<file path="src/rtl/ps2_receiver_pkg.sv">
// Shared definitions for the PS/2 receiver: FSM state encodings, scan-code constants
// and the odd-parity helper.
package ps2_receiver_pkg;

    typedef enum logic [1:0] {
        ST_IDLE   = 2'd0,
        ST_DATA   = 2'd1,
        ST_PARITY = 2'd2,
        ST_STOP   = 2'd3
    } ps2_state_t;

    localparam logic [7:0] PS2_BREAK_CODE = 8'hF0;
    localparam logic [7:0] PS2_EXT_CODE   = 8'hE0;

    // PS/2 frames carry odd parity over the data byte plus the parity bit.
    function automatic logic odd_parity_ok(input logic [7:0] data, input logic par);
        return ^{data, par};
    endfunction

endpackage

</file>
<file path="src/rtl/ps2_sync.sv">
// Multi-flop synchroniser for one asynchronous PS/2 pin with a falling-edge detect.
// Flops preset to 1 on reset so an idle-high line never produces a false edge.
module ps2_sync #(
    parameter int STAGES = 2
) (
    input  logic clock,
    input  logic reset,
    input  logic i_pin,
    output logic o_level,
    output logic o_fall
);

    logic [STAGES-1:0] r_sync;
    logic              r_prev;

    always_ff @(posedge clock) begin
        if (reset) begin
            r_sync <= '1;
            r_prev <= 1'b1;
        end else begin
            r_sync <= {r_sync[STAGES-2:0], i_pin};
            r_prev <= r_sync[STAGES-1];
        end
    end

    assign o_level = r_sync[STAGES-1];
    assign o_fall  = r_prev & ~r_sync[STAGES-1];

endmodule

</file>
<file path="src/rtl/ps2_receiver.sv">
// PS/2 keyboard receiver: deserialises start/8 data/parity/stop frames into byte strobes.
// Optional PS2_BREAK_FILTER_EN hides the F0 break prefix and the released key code after it.
module ps2_receiver
    import ps2_receiver_pkg::*;
#(
    parameter int SYNC_STAGES    = 2,
    parameter int TIMEOUT_CYCLES = 50000
) (
    input  logic       clock,
    input  logic       reset,
    input  logic       ps2_clock_in,
    input  logic       ps2_data_in,
    output logic [7:0] ps2_out,
    output logic       ps2_key_pressed,
    output logic       parity_error,
    output logic       frame_error,
    output logic [1:0] dbg_state
);

    localparam int TW = $clog2(TIMEOUT_CYCLES + 1);

    logic w_clk_level;
    logic w_clk_fall;
    logic w_data;
    logic w_data_fall;
    logic w_unused;

    ps2_state_t r_state;
    logic [2:0]    r_bitcnt;
    logic [7:0]    r_shift;
    logic          r_parity;
    logic [TW-1:0] r_timeout;
`ifdef PS2_BREAK_FILTER_EN
    logic          r_break_pending;
`endif

    ps2_sync #(.STAGES(SYNC_STAGES)) u_sync_clk (
        .clock   (clock),
        .reset   (reset),
        .i_pin   (ps2_clock_in),
        .o_level (w_clk_level),
        .o_fall  (w_clk_fall)
    );

    ps2_sync #(.STAGES(SYNC_STAGES)) u_sync_data (
        .clock   (clock),
        .reset   (reset),
        .i_pin   (ps2_data_in),
        .o_level (w_data),
        .o_fall  (w_data_fall)
    );

    assign w_unused  = w_clk_level ^ w_data_fall;
    assign dbg_state = r_state;

    always_ff @(posedge clock) begin
        if (reset) begin
            r_state         <= ST_IDLE;
            r_bitcnt        <= '0;
            r_shift         <= '0;
            r_parity        <= 1'b0;
            r_timeout       <= '0;
            ps2_out         <= 8'h00;
            ps2_key_pressed <= 1'b0;
            parity_error    <= 1'b0;
            frame_error     <= 1'b0;
`ifdef PS2_BREAK_FILTER_EN
            r_break_pending <= 1'b0;
`endif
        end else begin
            ps2_key_pressed <= 1'b0;
            parity_error    <= 1'b0;
            frame_error     <= 1'b0;

            // A fall always wins over the timeout terminal count.
            if (w_clk_fall) begin
                r_timeout <= '0;
                case (r_state)
                    ST_IDLE: begin
                        if (!w_data) begin
                            r_state  <= ST_DATA;
                            r_bitcnt <= '0;
                        end
                    end
                    ST_DATA: begin
                        r_shift[r_bitcnt] <= w_data;
                        if (r_bitcnt == 3'd7) r_state <= ST_PARITY;
                        else                  r_bitcnt <= r_bitcnt + 3'd1;
                    end
                    ST_PARITY: begin
                        r_parity <= w_data;
                        r_state  <= ST_STOP;
                    end
                    ST_STOP: begin
                        r_state <= ST_IDLE;
                        if (!w_data) begin
                            frame_error <= 1'b1;
                        end else if (!odd_parity_ok(r_shift, r_parity)) begin
                            parity_error <= 1'b1;
                        end else begin
`ifdef PS2_BREAK_FILTER_EN
                            if (r_shift == PS2_EXT_CODE) begin
                                ps2_out         <= r_shift;
                                ps2_key_pressed <= 1'b1;
                            end else if (r_shift == PS2_BREAK_CODE) begin
                                r_break_pending <= 1'b1;
                            end else if (r_break_pending) begin
                                r_break_pending <= 1'b0;
                            end else begin
                                ps2_out         <= r_shift;
                                ps2_key_pressed <= 1'b1;
                            end
`else
                            ps2_out         <= r_shift;
                            ps2_key_pressed <= 1'b1;
`endif
                        end
                    end
                    default: r_state <= ST_IDLE;
                endcase
            end else if (r_state == ST_IDLE) begin
                r_timeout <= '0;
            end else if (r_timeout == TW'(TIMEOUT_CYCLES)) begin
                r_state     <= ST_IDLE;
                r_timeout   <= '0;
                frame_error <= 1'b1;
            end else begin
                r_timeout <= r_timeout + 1'b1;
            end
        end
    end

endmodule

</file>
<file path="config.mk">
export PLATFORM = sky130hd
export DESIGN_NAME = ps2_receiver
export DESIGN_NICKNAME = d
export VERILOG_FILES = /design/src/rtl/ps2_receiver_pkg.sv /design/src/rtl/ps2_sync.sv /design/src/rtl/ps2_receiver.sv
export SDC_FILE = /design/constraint.sdc
export NUM_CORES = 1
export LEC_CHECK = 0
export CORE_ASPECT_RATIO = 0.9
export CORE_MARGIN = 5
export CORE_UTILIZATION = 45
export CTS_CLUSTER_DIAMETER = 50
export DETAILED_ROUTE_END_ITERATION = 7
export HOLD_SLACK_MARGIN = 0.03
export PLACE_DENSITY = 0.7
export SETUP_SLACK_MARGIN = 0.1
export SLEW_MARGIN = 10
export SYNTH_ARGS = -nofsm -noshare
export SYNTH_HDL_FRONTEND = slang
export SYNTH_HIERARCHICAL = 1
export SYNTH_SLANG_ARGS = --single-unit
</file>
<file path="constraint.sdc">
create_clock -name clock -period 2 [get_ports clock]
set_input_delay 0.4 -clock clock [delete_from_list [all_inputs] [get_ports clock]]
set_output_delay 0.4 -clock clock [all_outputs]
set_load 0.03 [all_outputs]
</file>
Word level (Yosys, flattened, before mapping)
Cells that the tools add are included.
{"block": "op_classes", "n_addsub": 2, "magnitude_cmp": 2, "eq_ne": 9, "muxes": 19, "bitwise": 5, "n_reduce_logical": 12}
{"cell": "$add 16x1->16 const B", "count": 1}
{"cell": "$eq 16x16->1 const B", "count": 1}
{"cell": "$reduce_and 4->1", "count": 3}
{"cell": "$mux 2", "count": 5}
{"cell": "$reduce_xor 9->1", "count": 1}
{"cell": "$bwmux 8", "count": 1}
{"cell": "$mux 1", "count": 8}
{"cell": "$pmux 2 s4", "count": 1}
{"cell": "$reduce_or 4->1", "count": 2}
{"cell": "$mux 3", "count": 2}
{"cell": "$pmux 3 s2", "count": 1}
{"cell": "$eq 2x2->1 const B", "count": 2}
{"cell": "$lt 3x4->1 const B", "count": 1}
{"cell": "$ne 2x2->1 const B", "count": 2}
{"cell": "$not 1->1", "count": 4}
{"cell": "$reduce_and 2->1", "count": 2}
{"cell": "$reduce_bool 2->1", "count": 2}
{"cell": "$add 3x1->3 const B", "count": 1}
{"cell": "$demux 1 s3", "count": 1}
{"cell": "$eq 3x3->1 const B", "count": 1}
{"cell": "$ge 3x1->1 const B", "count": 1}
{"cell": "$ne 3x3->1 const B", "count": 1}
{"cell": "$eq 2x1->1 const B", "count": 1}
{"cell": "$logic_not 2->1", "count": 1}
{"cell": "other kinds (3)", "count": 3}
{"block": "totals", "ff_bits": 46, "in_bits": 4, "out_inout_bits": 13, "word_cells": 61}

Longest topological paths before layout
{"block": "logic_depth", "ltp_word": 5, "ltp_mapped": 8, "ltp_nobuf": 7}

By module
Netlist, hierarchy kept.
{"module": "ps2_receiver", "instances": 1, "cells_each": 223, "area_per_inst_um2": 1929.4, "seq_area_each_um2": 820.8}
{"module": "ps2_sync", "instances": 2, "cells_each": 7, "area_per_inst_um2": 85.1, "seq_area_each_um2": 60.1}

Worst setup path after synthesis
OpenSTA, ideal clock, no wires.
{"block": "synth_timing", "path_type": "reg-to-reg", "from": "reg r_state[0] (netlist: dbg_state[0])", "to": "reg r_timeout[10]", "setup_time_ns": 0.064, "arrival_ns": 1.795, "required_time_ns": 1.936, "path_slack_ns": 0.142, "stages_incl_launch_ff": 7, "path_buffers": 2, "synth_period_minus_slack_ns": 1.858, "cell_sequence": "dfxtp_1 -> inv_1 -> ha_1 -> or4_1 -> buf_2 -> buf_4 -> nor2_1"}
{"block": "synth_via", "elab_chain_len": 2}
{"item": "from (decl)", "line_no": "ps2_receiver.sv:28", "rtl": "ps2_state_t r_state;"}
{"item": "from (signal assigned)", "line_no": "ps2_receiver.sv:58", "rtl": "r_state <= ST_IDLE;"}
{"item": "from (signal assigned)", "line_no": "ps2_receiver.sv:81", "rtl": "r_state <= ST_DATA;"}
{"item": "from (signal assigned)", "line_no": "ps2_receiver.sv:87", "rtl": "if (r_bitcnt == 3'd7) r_state <= ST_PARITY;"}
{"item": "$logic_not 2->1", "line_no": "ps2_receiver.sv:121", "rtl": "end else if (r_state == ST_IDLE) begin"}
{"item": "$reduce_or 4->1 (no source line)"}
{"item": "to (signal assigned)", "line_no": "ps2_receiver.sv:128", "rtl": "r_timeout <= r_timeout + 1'b1;"}
{"item": "to (decl)", "line_no": "ps2_receiver.sv:32", "rtl": "logic [TW-1:0] r_timeout;"}
Every way passes these cells.
A chain may end at the register's enable or synchronous reset.

Worst setup path after layout
{"block": "layout_timing", "from": "reg r_state[1] (netlist: dbg_state[1])", "to": "out dbg_state[1]"}
{"item": "to (decl)", "line_no": "ps2_receiver.sv:17", "rtl": "output logic [1:0] dbg_state"}
No word-level cell between the ends.

==> reports/qor.txt <==
fmax: 557 MHz
fill cell instance count of the final layout: 399
final routed wire length divided by cell count: 11.6 um
first-pass GRT wire length: 6330 um
number of global-route vias before repair: 1433
end of the worst register-to-register path: r_timeout[10]$_SDFF_PP0_
number of cell rows: 23
Total Routing Usage GR: 0.136
worst slack at placement: 0.267 ns
switching power: 334 uW
result of the run: completed
fraction of power consumed by combinational cells: 0.027
sequential fraction of design power: 0.561
Synth Warn #: 6
headroom to the max-slew limit: 0.725
maximum number of pins on one net before global-route repair: 38
number of antenna cells inserted: 0
vias per cell: 4.97
number of nets in the layout: 267
shortest clock period the worst path allows after layout: 1.80 ns
crit path setup slack, layout: 0.204 ns
Post-Synthesis Cells: 234
buffer levels on the longest clock path: 2
number of sinks driven by the clock tree: 46
half-perimeter wire length after placement: 2640 um
final hold violations: 0
class of the tightest hold or removal check: reg -> reg
Core Area: 4460 um2
cts hold-fix bufs: 0
relative contribution of the clock network to total power: 0.412
I/O pin count: 17
number of nets still failing antenna checks after routing: 0
final worst clock skew: 0.00747 ns
cell at the root of the clock tree: sky130_fd_sc_hd__clkbuf_8
count of port buffers added during placement: 16
cts repair resizes: 0
critical path's top delay family: buffers and inverters
power density over the cells: 682 nW/um2
transition time at the pin with the least slew margin: 0.411 ns
area added between synthesis and finish: 16.9%
Cell Area, Synth: 2070 um2
clock-pin slew of the registers on the worst-case setup and hold paths: 0.09 ns
clk_lat worst skew: 0.29 ns
total leakage power: 0.782 nW
number of levels the H-tree was split into: 2
multi-input combinational cell area: 1070 um2
number of max-cap violations: 0
Remaining Overflow, GRT: 0
Final GP Congestion: 0.807
wire length after detailed routing: 3690 um
list of cells traversed by the critical path: clkdlybuf4s50_1
fraction of final layout cells with drive strength greater than 1: 0.0586
Tcrit/Tclk final: 0.898
Setup Fix Bufs, Post-CTS: 0
nature of the critical path startpoint: flop
Crit-path slowest cell: sky130_fd_sc_hd__clkdlybuf4s50_1
antenna violations before repair: 0
data required time of the critical path: 1.60 ns
total via count in the routed design: 1581
DP Cell Count: 310
Finish-stage setup viols: 0
total stage count of the critical path: 1
width of the die: 81.4 um
Internal Dissipation: 1.32 mW
last element of the critical path: dbg_state[1]
total iterations of the first detailed-routing run: 4
Critical Path Fanout Max: 5
endpoint kind of the worst setup timing path: output port
violation count after the first detailed-routing iteration: 107
total clock buffers created by CTS: 5
Critical Setup Path Class: reg -> out
Data arrival, critical path: 1.40 ns
setup repair after global routing missed its margin: false
critical path's largest stage delay: 0.70 ns
number of pins with negative max-slew slack in the final report: 0
number of cell instances on the worst register-to-register path: 5
Die Footprint: 6050 um2
Starting Density: 0.463
Sw Ratio: 0.203
Layout Cells excl Fill: 318
FF+latch area: 921 um2
startpoint of the most critical setup path: dbg_state[1]$_SDFFE_PP0P_
Setup TNS: 0 ns
Vert. Die Dim: 74.3 um
Buf+Inv Stages, Crit Path: 1
worst IR drop on VDD: 0.000509 V
TritonCTS clock tree: yes
overall power of the completed layout: 1.65 mW
worst flop-to-flop path startpoint: r_timeout[5]$_SDFF_PP0_
DR DRC count: 0
internal reg-to-reg setup slack: 0.26 ns
syn_nets: 246
mean cell area of the mapped netlist: 8.83 um2
[registers in the layout, summed over array words and instances, names as in the netlist]
signal	count
r_bitcnt	3
u_sync_data/r_sync	2
frame_error	1
parity_error	1
ps2_key_pressed	1
r_timeout	16
ps2_out	8
r_parity	1
dbg_state	2
r_shift	8
u_sync_clk/r_sync	2
u_sync_clk/r_prev	1
[routing by layer]
metal	wire, um	up-vias	global-route usage
met1	1980	734	0.184
met5	0	-	0
met4	48	0	0.0507
li1	-	818	-
met3	108	5	0.0363
met2	1550	24	0.209
[worst min path at each step]
stage | from | to | slack, ns | depth (start not counted)
after floorplan | u_sync_clk/r_sync[0]$_SDFF_PP1_ | u_sync_clk/r_sync[1]$_SDFF_PP1_ | 0.39 | 1
after global placement | u_sync_data/r_sync[0]$_SDFF_PP1_ | u_sync_data/r_sync[1]$_SDFF_PP1_ | 0.39 | 1
after detailed placement | u_sync_clk/r_sync[0]$_SDFF_PP1_ | u_sync_clk/r_sync[1]$_SDFF_PP1_ | 0.40 | 1
after CTS | u_sync_clk/r_sync[0]$_SDFF_PP1_ | u_sync_clk/r_sync[1]$_SDFF_PP1_ | 0.42 | 1
after global routing | u_sync_data/r_sync[0]$_SDFF_PP1_ | u_sync_data/r_sync[1]$_SDFF_PP1_ | 0.44 | 1
final | u_sync_clk/r_sync[0]$_SDFF_PP1_ | u_sync_clk/r_sync[1]$_SDFF_PP1_ | 0.41 | 1
[final cells by class]
class / count / area share
Multi-Input combinational cell: 172 / 0.444
Clock inverter: 2 / 0.0155
Inverter: 8 / 0.0124
Tap cell: 62 / 0.0321
Sequential cell: 46 / 0.381
Timing Repair Buffer: 22 / 0.0849
Clock buffer: 6 / 0.0300
[per-stage QoR]
stage,hold slack (ns),util,cell area (um2)
6_report,0.412,0.542,2420
2_1_floorplan,0.385,-,2070
4_1_cts,0.416,0.542,2420
5_1_grt,0.435,0.542,2420
3_5_place_dp,0.395,0.517,2310
3_3_place_gp,0.388,0.517,2310
[cell usage in the layout (no fill, tap or decap), types with 2 or more instances in the layout]
master                             n
sky130_fd_sc_hd__a21oi_1          14
sky130_fd_sc_hd__and3_1            2
sky130_fd_sc_hd__buf_4             6
sky130_fd_sc_hd__clkbuf_8          5
sky130_fd_sc_hd__clkdlybuf4s50_1  16
sky130_fd_sc_hd__dfxtp_1          46
sky130_fd_sc_hd__ha_1              8
sky130_fd_sc_hd__inv_1             7
sky130_fd_sc_hd__mux2i_1           9
sky130_fd_sc_hd__nand2_1          16
sky130_fd_sc_hd__nand2b_1         14
sky130_fd_sc_hd__nand3_1          12
sky130_fd_sc_hd__nand3b_1          2
sky130_fd_sc_hd__nand4_1           4
sky130_fd_sc_hd__nor2_1           36
sky130_fd_sc_hd__nor2b_1           2
sky130_fd_sc_hd__nor3_1            4
sky130_fd_sc_hd__o211ai_1          2
sky130_fd_sc_hd__o21ai_1           8
sky130_fd_sc_hd__or2_1             5
sky130_fd_sc_hd__or2b_1            2
sky130_fd_sc_hd__or4_1             3
sky130_fd_sc_hd__xnor2_1          15
sky130_fd_sc_hd__xor2_1            6
[power by group through the flow]
stage	sequential (mW)	combinational (mW)	clock, mW
CTS	0.925	0.0445	0.702
global placement	0.947	0.0442	0
finish	0.925	0.0439	0.680
detailed placement	0.947	0.0443	0
global route	0.926	0.0479	0.737
floorplan	0.950	0.0213	0
(Power assumes the default switching activity.)
